--- src/rtl/mem_access_unit.sv ---
// MEM-stage load/store unit: drives one valid/ready data-memory access per load/store and extends load data.
// Latency: load 3 stall cycles, store 2; stalls while the bus withholds ready/response, abandons after BUS_TIMEOUT cycles.
module mem_access_unit #(
  parameter int unsigned BUS_TIMEOUT = 255
) (
  input  logic        clk,
  input  logic        rst_n,
  input  logic        MemWriteM,
  input  logic [1:0]  ResultSrcM,
  input  logic [2:0]  funct3M,
  input  logic [31:0] ALUResultM,
  input  logic [31:0] WriteDataM,
  output logic        mem_req_valid,
  input  logic        mem_req_ready,
  output logic        mem_req_we,
  output logic [31:0] mem_req_addr,
  output logic [3:0]  mem_req_be,
  output logic [31:0] mem_req_wdata,
  input  logic        mem_rsp_valid,
  input  logic [31:0] mem_rsp_rdata,
  output logic [31:0] ReadDataM,
  output logic        StallM,
  output logic        AccessFaultM,
  output logic        BusErrM
);

  typedef enum logic [1:0] {IDLE, REQ, WAIT_RSP, DONE} state_t;

  state_t      state_q, state_d;
  logic [31:0] addr_q, addr_d;
  logic        we_q, we_d;
  logic [3:0]  be_q, be_d;
  logic [31:0] wdata_q, wdata_d;
  logic [2:0]  funct3_q, funct3_d;
  logic [7:0]  cnt_q, cnt_d;
  logic [31:0] rdata_q, rdata_d;
  logic        err_q, err_d;

  logic        access;
  logic        fault;
  logic        tmo;
  logic [3:0]  be_calc;
  logic [31:0] wdata_calc;
  logic [31:0] lane;

  always_comb begin
    access = MemWriteM | (ResultSrcM == 2'b01);
    case (funct3M)
      3'b011, 3'b110, 3'b111: fault = 1'b1;
      3'b001, 3'b101:         fault = ALUResultM[0];
      3'b010:                 fault = |ALUResultM[1:0];
      default:                fault = 1'b0;
    endcase
    case (funct3M[1:0])
      2'b00: begin
        be_calc    = 4'b0001 << ALUResultM[1:0];
        wdata_calc = {4{WriteDataM[7:0]}};
      end
      2'b01: begin
        be_calc    = ALUResultM[1] ? 4'b1100 : 4'b0011;
        wdata_calc = {2{WriteDataM[15:0]}};
      end
      default: begin
        be_calc    = 4'b1111;
        wdata_calc = WriteDataM;
      end
    endcase
  end

  // Completion (write handshake or read response) wins over a timeout in the same cycle.
  assign tmo = ({1'b0, cnt_q} + 9'd1) >= 9'(BUS_TIMEOUT);

  always_comb begin
    state_d  = state_q;
    addr_d   = addr_q;
    we_d     = we_q;
    be_d     = be_q;
    wdata_d  = wdata_q;
    funct3_d = funct3_q;
    cnt_d    = cnt_q;
    rdata_d  = rdata_q;
    err_d    = err_q;
    case (state_q)
      IDLE: begin
        if (access && !fault) begin
          state_d  = REQ;
          addr_d   = ALUResultM;
          we_d     = MemWriteM;
          be_d     = be_calc;
          wdata_d  = wdata_calc;
          funct3_d = funct3M;
          cnt_d    = 8'd0;
          rdata_d  = 32'd0;
          err_d    = 1'b0;
        end
      end
      REQ: begin
        cnt_d = cnt_q + 8'd1;
        if (mem_req_ready && we_q) begin
          state_d = DONE;
        end else if (tmo) begin
          state_d = DONE;
          err_d   = 1'b1;
          rdata_d = 32'd0;
        end else if (mem_req_ready) begin
          state_d = WAIT_RSP;
        end
      end
      WAIT_RSP: begin
        cnt_d = cnt_q + 8'd1;
        if (mem_rsp_valid) begin
          state_d = DONE;
          rdata_d = mem_rsp_rdata;
        end else if (tmo) begin
          state_d = DONE;
          err_d   = 1'b1;
          rdata_d = 32'd0;
        end
      end
      DONE:    state_d = IDLE;
      default: state_d = IDLE;
    endcase
  end

  always_ff @(posedge clk or negedge rst_n) begin
    if (!rst_n) begin
      state_q  <= IDLE;
      addr_q   <= 32'd0;
      we_q     <= 1'b0;
      be_q     <= 4'd0;
      wdata_q  <= 32'd0;
      funct3_q <= 3'd0;
      cnt_q    <= 8'd0;
      rdata_q  <= 32'd0;
      err_q    <= 1'b0;
    end else begin
      state_q  <= state_d;
      addr_q   <= addr_d;
      we_q     <= we_d;
      be_q     <= be_d;
      wdata_q  <= wdata_d;
      funct3_q <= funct3_d;
      cnt_q    <= cnt_d;
      rdata_q  <= rdata_d;
      err_q    <= err_d;
    end
  end

  assign mem_req_valid = (state_q == REQ);
  assign mem_req_we    = we_q;
  assign mem_req_addr  = {addr_q[31:2], 2'b00};
  assign mem_req_be    = be_q;
  assign mem_req_wdata = wdata_q;

  assign StallM       = ((state_q == IDLE) && access && !fault) || (state_q == REQ) || (state_q == WAIT_RSP);
  assign AccessFaultM = (state_q == IDLE) && access && fault;
  assign BusErrM      = (state_q == DONE) && err_q;

  // Loaded byte/halfword is moved down to bit 0 before extension.
  assign lane = rdata_q >> {addr_q[1:0], 3'b000};

  always_comb begin
    ReadDataM = 32'd0;
    if (state_q == DONE && !we_q) begin
      case (funct3_q)
        3'b000:  ReadDataM = {{24{lane[7]}}, lane[7:0]};
        3'b001:  ReadDataM = {{16{lane[15]}}, lane[15:0]};
        3'b010:  ReadDataM = lane;
        3'b100:  ReadDataM = {24'd0, lane[7:0]};
        3'b101:  ReadDataM = {16'd0, lane[15:0]};
        default: ReadDataM = 32'd0;
      endcase
    end
  end

endmodule

--- config.mk ---
export PLATFORM = sky130hd
export DESIGN_NAME = mem_access_unit
export DESIGN_NICKNAME = d
export VERILOG_FILES = /design/src/rtl/mem_access_unit.sv
export SDC_FILE = /design/constraint.sdc
export NUM_CORES = 1
export LEC_CHECK = 0
export ABC_AREA = 1
export BUFFER_PORTS_ARGS = -buffer_cell sky130_fd_sc_hd__buf_2
export CAP_MARGIN = 20
export CORE_UTILIZATION = 51
export CTS_CLUSTER_SIZE = 24
export DETAILED_ROUTE_END_ITERATION = 10
export GPL_ROUTABILITY_DRIVEN = 0
export PLACE_DENSITY = 0.88
export RECOVER_POWER = 100
export SETUP_SLACK_MARGIN = 0.3
export SKIP_LAST_GASP = 1
export SYNTH_ARGS = -nofsm -noshare
export SYNTH_HDL_FRONTEND = slang
export SYNTH_SLANG_ARGS = --single-unit
--- constraint.sdc ---
create_clock -name clk -period 2.4 [get_ports clk]
set_input_delay 0.36 -clock clk [delete_from_list [all_inputs] [get_ports clk]]
set_output_delay 0.36 -clock clk [all_outputs]
set_load 0.01 [all_outputs]
==> impl_metrics.tcl, run 1 <==
set metrics [dict create \
    grt_overflow 0 \
    synthCells 805 \
    synth-edff-count 0 \
    critPathSlowestCell "dfrtp_1" \
    p_leak_nw 4.180 \
    clk_latency_ns 0.41 \
    rsz0062_at_grt "yes" \
    synth_flop_cell "dfrtp_1" \
    finalSetupViolCount 16 \
    async_reset_ff_share_pct 100.0 \
    hold_path.class "in2reg" \
    drt_pass1_iterations 5 \
    period_needed_ns 2.501 \
    cts-root-buf "clkbuf_16" \
    die_w_um 112.7 \
    ant_nets 0 \
    relSlewSlack_pct -3.398 \
    regArea_um2 2878 \
    gr-usage-all-layers_pct 27.98 \
    drc 0 \
    die_area_um2 12700 \
    cts_tree "done" \
    required_ns 2.04 \
    synth_cell_type_count 39 \
    grt_pass1_wl_um 27420 \
    clkSlewWorstSetupHoldPaths_ns 0.05 \
    hold_buffers 0 \
    most-common-layout-cells "nand2_1 (289), buf_2 (127), dfrtp_1 (115)" \
    multi_input_area_um2 2803 \
    critPathLaunchType "flop" \
    cap_violations 1 \
    period_share_pct 104.2 \
    wl_um 17820 \
    port_buffers 208 \
    antenna_cells 0 \
    p_total_w 0.01010 \
    max_stage_delay_ns 0.43 \
    hold_viol_final 0 \
    drtIter0Drc 602 \
    ys_ff_latch 115 \
    nNetsFinal 1119 \
    power_density_nw_per_um2 1264 \
    path_class "reg2out" \
    ir_worst_vdd_uv 636.8 \
    vias 6035 \
    die_h_um 112.7 \
    initial_core_util_pct 52.23 \
    fillers 969 \
    path_buf_inv 3 \
    slew_viol_final 116 \
    clockBufferDepth 2 \
    worst_slack_ns -0.1012 \
    dpl.cell_count 1107 \
    end_kind "output port" \
    cp_top_family "compound AO/OA/AOI/OAI gates" \
    final_common_cell "nand2_1" \
    dpl_worst_slack_ns 0.3415 \
    antenna_found_initial 0 \
    stdcell_count 1163 \
    grt_max_degree 116 \
    core_um2 11960 \
    core.rowCount 40 \
    violations "capacitance limit, slew limit, setup timing" \
    vias_per_cell 5.189 \
    yosys.area.top_type "dfrtp_1" \
    worst_pin_slew_ns 1.551 \
    cts_max_level 4 \
    drive_gt1_share_pct 26.57 \
    area_growth_pct 27.96 \
    fin_skew_ns 0.007633 \
    wire_per_inst_um 15.33 \
    io_pins 211 \
    crit_fanout 6 \
    avgSynthCellArea_um2 7.761 \
    clock_sinks 115 \
    utilization_pct 66.83 \
    clock.fmax_ghz 0.3998 \
    crit_arrival_ns 2.14 \
    dp_hpwl_um 11020 \
    path_cells "inv_4, a21oi_2, o21ai_1, o21ai_4, nand3_2, o21ai_4, buf_4, nor2_1, nor2_1, buf_2" \
    cts_buffers 17 \
    grt_pass1_vias 5560 \
    tns_ns -0.8953 \
    synth_top_area_share_pct 46.06 \
    status "finished, violations left" \
    ys_top_cells_by_area "dfrtp_1 (46%), nand2_1 (17%), nor2_1 (5.2%)" \
    synth_area_um2 6247 \
    ys_warn_count 0 \
    seq_area_frac_synth_pct 46.06 \
]
==> final cells by class <==
class,instances,share of cell area (%)
clock inverters,8,1.612
repair buffers,250,16.67
clock buffers,21,5.885
multi-input cells,572,35.06
flip-flops and latches,115,36.00
well taps,147,2.301
inverters,50,2.473
==> flip-flops by register name, summed over array words and instances, names as in the netlist <==
name           count
cnt_q              8
state_q            2
funct3_q           3
mem_req_wdata     32
mem_req_we         1
rdata_q           32
addr_q            32
err_q              1
mem_req_be         4
==> cell families (layout without fill, tap and decap cells) <==
| family | after synthesis | after routing | share of synthesized area [%] |
|---|---|---|---|
| XOR/XNOR | 1 | 1 | 0.1402 |
| other | 1 | 2 | 0.06003 |
| multiplexers | 7 | 7 | 1.122 |
| AO/OA/AOI/OAI | 131 | 131 | 12.18 |
| AND/OR/NAND/NOR | 424 | 424 | 28.58 |
| flip-flops | 115 | 115 | 46.06 |
| buffers and inverters | 119 | 329 | 10.45 |
| adder cells (fa/ha/maj) | 7 | 7 | 1.402 |
==> synth_stat cells, drive strengths merged, types with 7 or more instances <==
cell,n
a21oi,44
buf,57
a22o,8
o21ai,55
nor2,91
mux2i,7
nand3,14
a211oi,7
nand2,316
clkbuf,12
ha,7
o21bai,7
inv,50
dfrtp,115
==> worst min-delay path, stage by stage <==
cell     delay, ns
buf_2         0.07
nand2_1       0.04
nand2_1       0.05
==> metrics by stage <==
step	hold WS, ns	instance area, um2
2_1_floorplan	0.06441	6251
3_3_place_gp	0.4492	7177
3_5_place_dp	0.4527	7177
4_1_cts	0.06009	8090
5_1_grt	0.1299	7994
6_report	0.1462	7994
==> worst paths after layout <==
check,from,depth (start not counted),slack (ns),endpoint
setup / recovery,addr_q[0],10,-0.10,ReadDataM[19]
hold / removal,ALUResultM[22],3,0.15,addr_q[22]
setup reg to reg,state_q[1],10,0.10,mem_req_wdata[12]
hold reg to reg,addr_q[6],2,0.47,addr_q[6]
max in group asynchronous,rst_n,2,0.97,err_q
min in group asynchronous,rst_n,2,0.42,addr_q[11]
==> report_power, final <==
group / leakage, nW / switching [W] / internal, W
Clock: 0.291 / 0.000870 / 0.00170
Sequential: 1.49 / 0.000521 / 0.00268
Combinational: 2.40 / 0.00275 / 0.00159
Total: 4.18 / 0.00414 / 0.00597
==> metal layers <==
| layer | GRT usage (%) | part of all wire, % |
|---|---|---|
| met4 | 12.71 | 3.7 |
| met3 | 7.505 | 6.7 |
| met5 | 0 | 0 |
| met1 | 34.14 | 40 |
| met2 | 46.46 | 50 |
==> repair_timing <==
| action | 4_1_cts | 5_1_grt |
|---|---|---|
| buffers inserted | 20 | 5 |
| hold endpoints to repair | 0 | 0 |
| gates cloned | 1 | 1 |
| resized for setup | 39 | 21 |
| endpoints found under the setup margin | 33 | 55 |
| pin swaps | 7 | 11 |
Power figures use the tool's default switching activity.
==> run 2, diff against run 1 <==
PLACE_DENSITY = 0.81   (was 0.88)
clock period = 2.57 ns   (was 2.4 ns; I/O delays follow)
==> impl_metrics.tcl, run 2 (synthesized netlist as in run 1, its figures left out) <==
set metrics [dict create \
    cts_max_level 4 \
    cap_violations 0 \
    cts_tree "done" \
    r2r-start "state_q[0]" \
    hold_viol_final 0 \
    wl_met2_um 8495 \
    period_needed_ns 2.427 \
    path_cells "inv_4, nand2_1, o211ai_1, o21ai_2, nor2_4, buf_6, nand2_8, a21oi_1, buf_2" \
    drc 0 \
    hold_path.startpoint "ALUResultM[22]" \
    cts_buffers 17 \
    drtIter0Drc 645 \
    clock.fmax_ghz 0.4121 \
    final_common_cell "nand2_1" \
    nNetsFinal 1113 \
    clkSlewWorstSetupHoldPaths_ns 0.05 \
    vias 6071 \
    rsz0062_at_grt "yes" \
    slew_viol_final 0 \
    end_kind "output port" \
    clk_latency_ns 0.42 \
    required_ns 2.18 \
    critPathSlowestCell "dfrtp_2" \
    hold_path.class "in2reg" \
    vias_per_cell 5.234 \
    most-common-layout-cells "nand2_1 (305), buf_2 (126), dfrtp_1 (112)" \
    route.met3.wl_um 1296 \
    die_w_um 112.7 \
    grt_max_degree 73 \
    antenna_found_initial 0 \
    clockBufferDepth 2 \
    tns_ns 0 \
    period_share_pct 94.42 \
    crit_fanout 7 \
    power_density_nw_per_um2 1159 \
    rrSetupSlack_ns 0.32 \
    io_pins 211 \
    wire_per_inst_um 14.98 \
    critPathLaunchType "flop" \
    holdPathStages 3 \
    top_layer "met4" \
    fillers 1084 \
    worst_pin_slew_ns 1.016 \
    dp_hpwl_um 11590 \
    gr-usage-all-layers_pct 27.26 \
    max_stage_delay_ns 0.45 \
    utilization_pct 65.86 \
    drt_pass1_iterations 6 \
    die_area_um2 12700 \
    ant_nets 0 \
    grt_pass1_vias 5565 \
    crit_arrival_ns 2.04 \
    wl_um 17380 \
    die_h_um 112.7 \
    p_leak_nw 4.084 \
    wl_met1_um 7101 \
    initial_core_util_pct 52.23 \
    grt_overflow 0 \
    hold-path-endpoint "addr_q[22]" \
    status "finished clean" \
    finalSetupViolCount 0 \
    drive_gt1_share_pct 23.99 \
    port_buffers 208 \
    core_um2 11960 \
    r2r_end "mem_req_be[3]" \
    core.rowCount 40 \
    area_growth_pct 26.10 \
    ir_worst_vdd_uv 607.6 \
    fin_skew_ns 0.01568 \
    cts-root-buf "clkbuf_16" \
    clock_sinks 115 \
    r2r_cells 8 \
    antenna_cells 0 \
    relSlewSlack_pct 32.28 \
    startpoint "addr_q[0]" \
    grt_pass1_wl_um 26830 \
    path_class "reg2out" \
]
==> run 2: changes by cell type in the layout (fill, tap and decap cells not counted), moves of 7 or more <==
cell | before | now
o21ai_0 | 15 | 46
nor2_2 | 15 | 6
nor2_1 | 72 | 79
nand2_2 | 24 | 5
o21ai_1 | 35 | 3
nand2_1 | 289 | 305
==> run 2: worst max path at each step <==
stage | to | slack [ns] | cells after the start
2_1_floorplan | ReadDataM[24] | 0.66 | 11
3_3_place_gp | ReadDataM[0] | 0.44 | 6
3_5_place_dp | ReadDataM[1] | 0.33 | 6
4_1_cts | ReadDataM[10] | 0.17 | 9
5_1_grt | ReadDataM[10] | 0.05 | 7
6_report | ReadDataM[15] | 0.14 | 9
==> run 2: cell type report <==
| cell class | count | area [um2] | area share, % |
|---|---|---|---|
| flip-flops and latches | 115 | 2882 | 36.58 |
| multi-input cells | 575 | 2825 | 35.86 |
| repair buffers | 241 | 1197 | 15.20 |
| clock buffers | 25 | 495.5 | 6.290 |
| inverters | 50 | 197.7 | 2.510 |
| well taps | 147 | 183.9 | 2.335 |
| clock inverters | 7 | 96.34 | 1.223 |
==> run 2: per-stage QoR <==
step                      hold WS [ns]  cell area, um2  worst slack (ns)  power [W]  cells
after floorplan                0.08991            6251            0.6618   0.005755    806
after global placement          0.1826            7109            0.4387   0.006388   1103
after detailed placement        0.1828            7109            0.3304   0.006500   1103
after CTS                       0.1600            7853            0.1730   0.009082   1150
after global routing            0.1573            7878           0.05181   0.009719   1160
final                           0.1689            7878            0.1434   0.009131   1160
==> run 2: worst max-delay path: cells and delay by family (launching register included) <==
kind / cells / cell delay (ns)
compound gates: 3 / 0.43
buf+inv: 3 / 0.46
flops: 1 / 0.45
simple gates: 3 / 0.29
==> run 2: report_power, final <==
group          switching, W  total [W]  leakage (nW)  internal (W)
registers          0.000492    0.00300          1.49       0.00251
logic               0.00249    0.00379          2.32       0.00130
clock network      0.000808    0.00234         0.280       0.00153
total               0.00379    0.00913          4.08       0.00534
==> run 2: layer usage <==
| metal | vias up | GRT usage [%] |
|---|---|---|
| li1 | 2910 | - |
| met1 | 2808 | 33.51 |
| met2 | 308 | 45.68 |
| met3 | 45 | 7.127 |
| met4 | 0 | 11.11 |
| met5 | - | 0 |
==> run 2: timing repair <==
action / 4_1_cts / 5_1_grt
endpoints found under the setup margin: 32 / 63
resized for setup: 14 / 44
pin swaps: 7 / 9
endpoints found under the hold margin: 1 / 0
hold buffers: 1 / 0
setup buffers: 12 / 9
cloned: 2 / 1
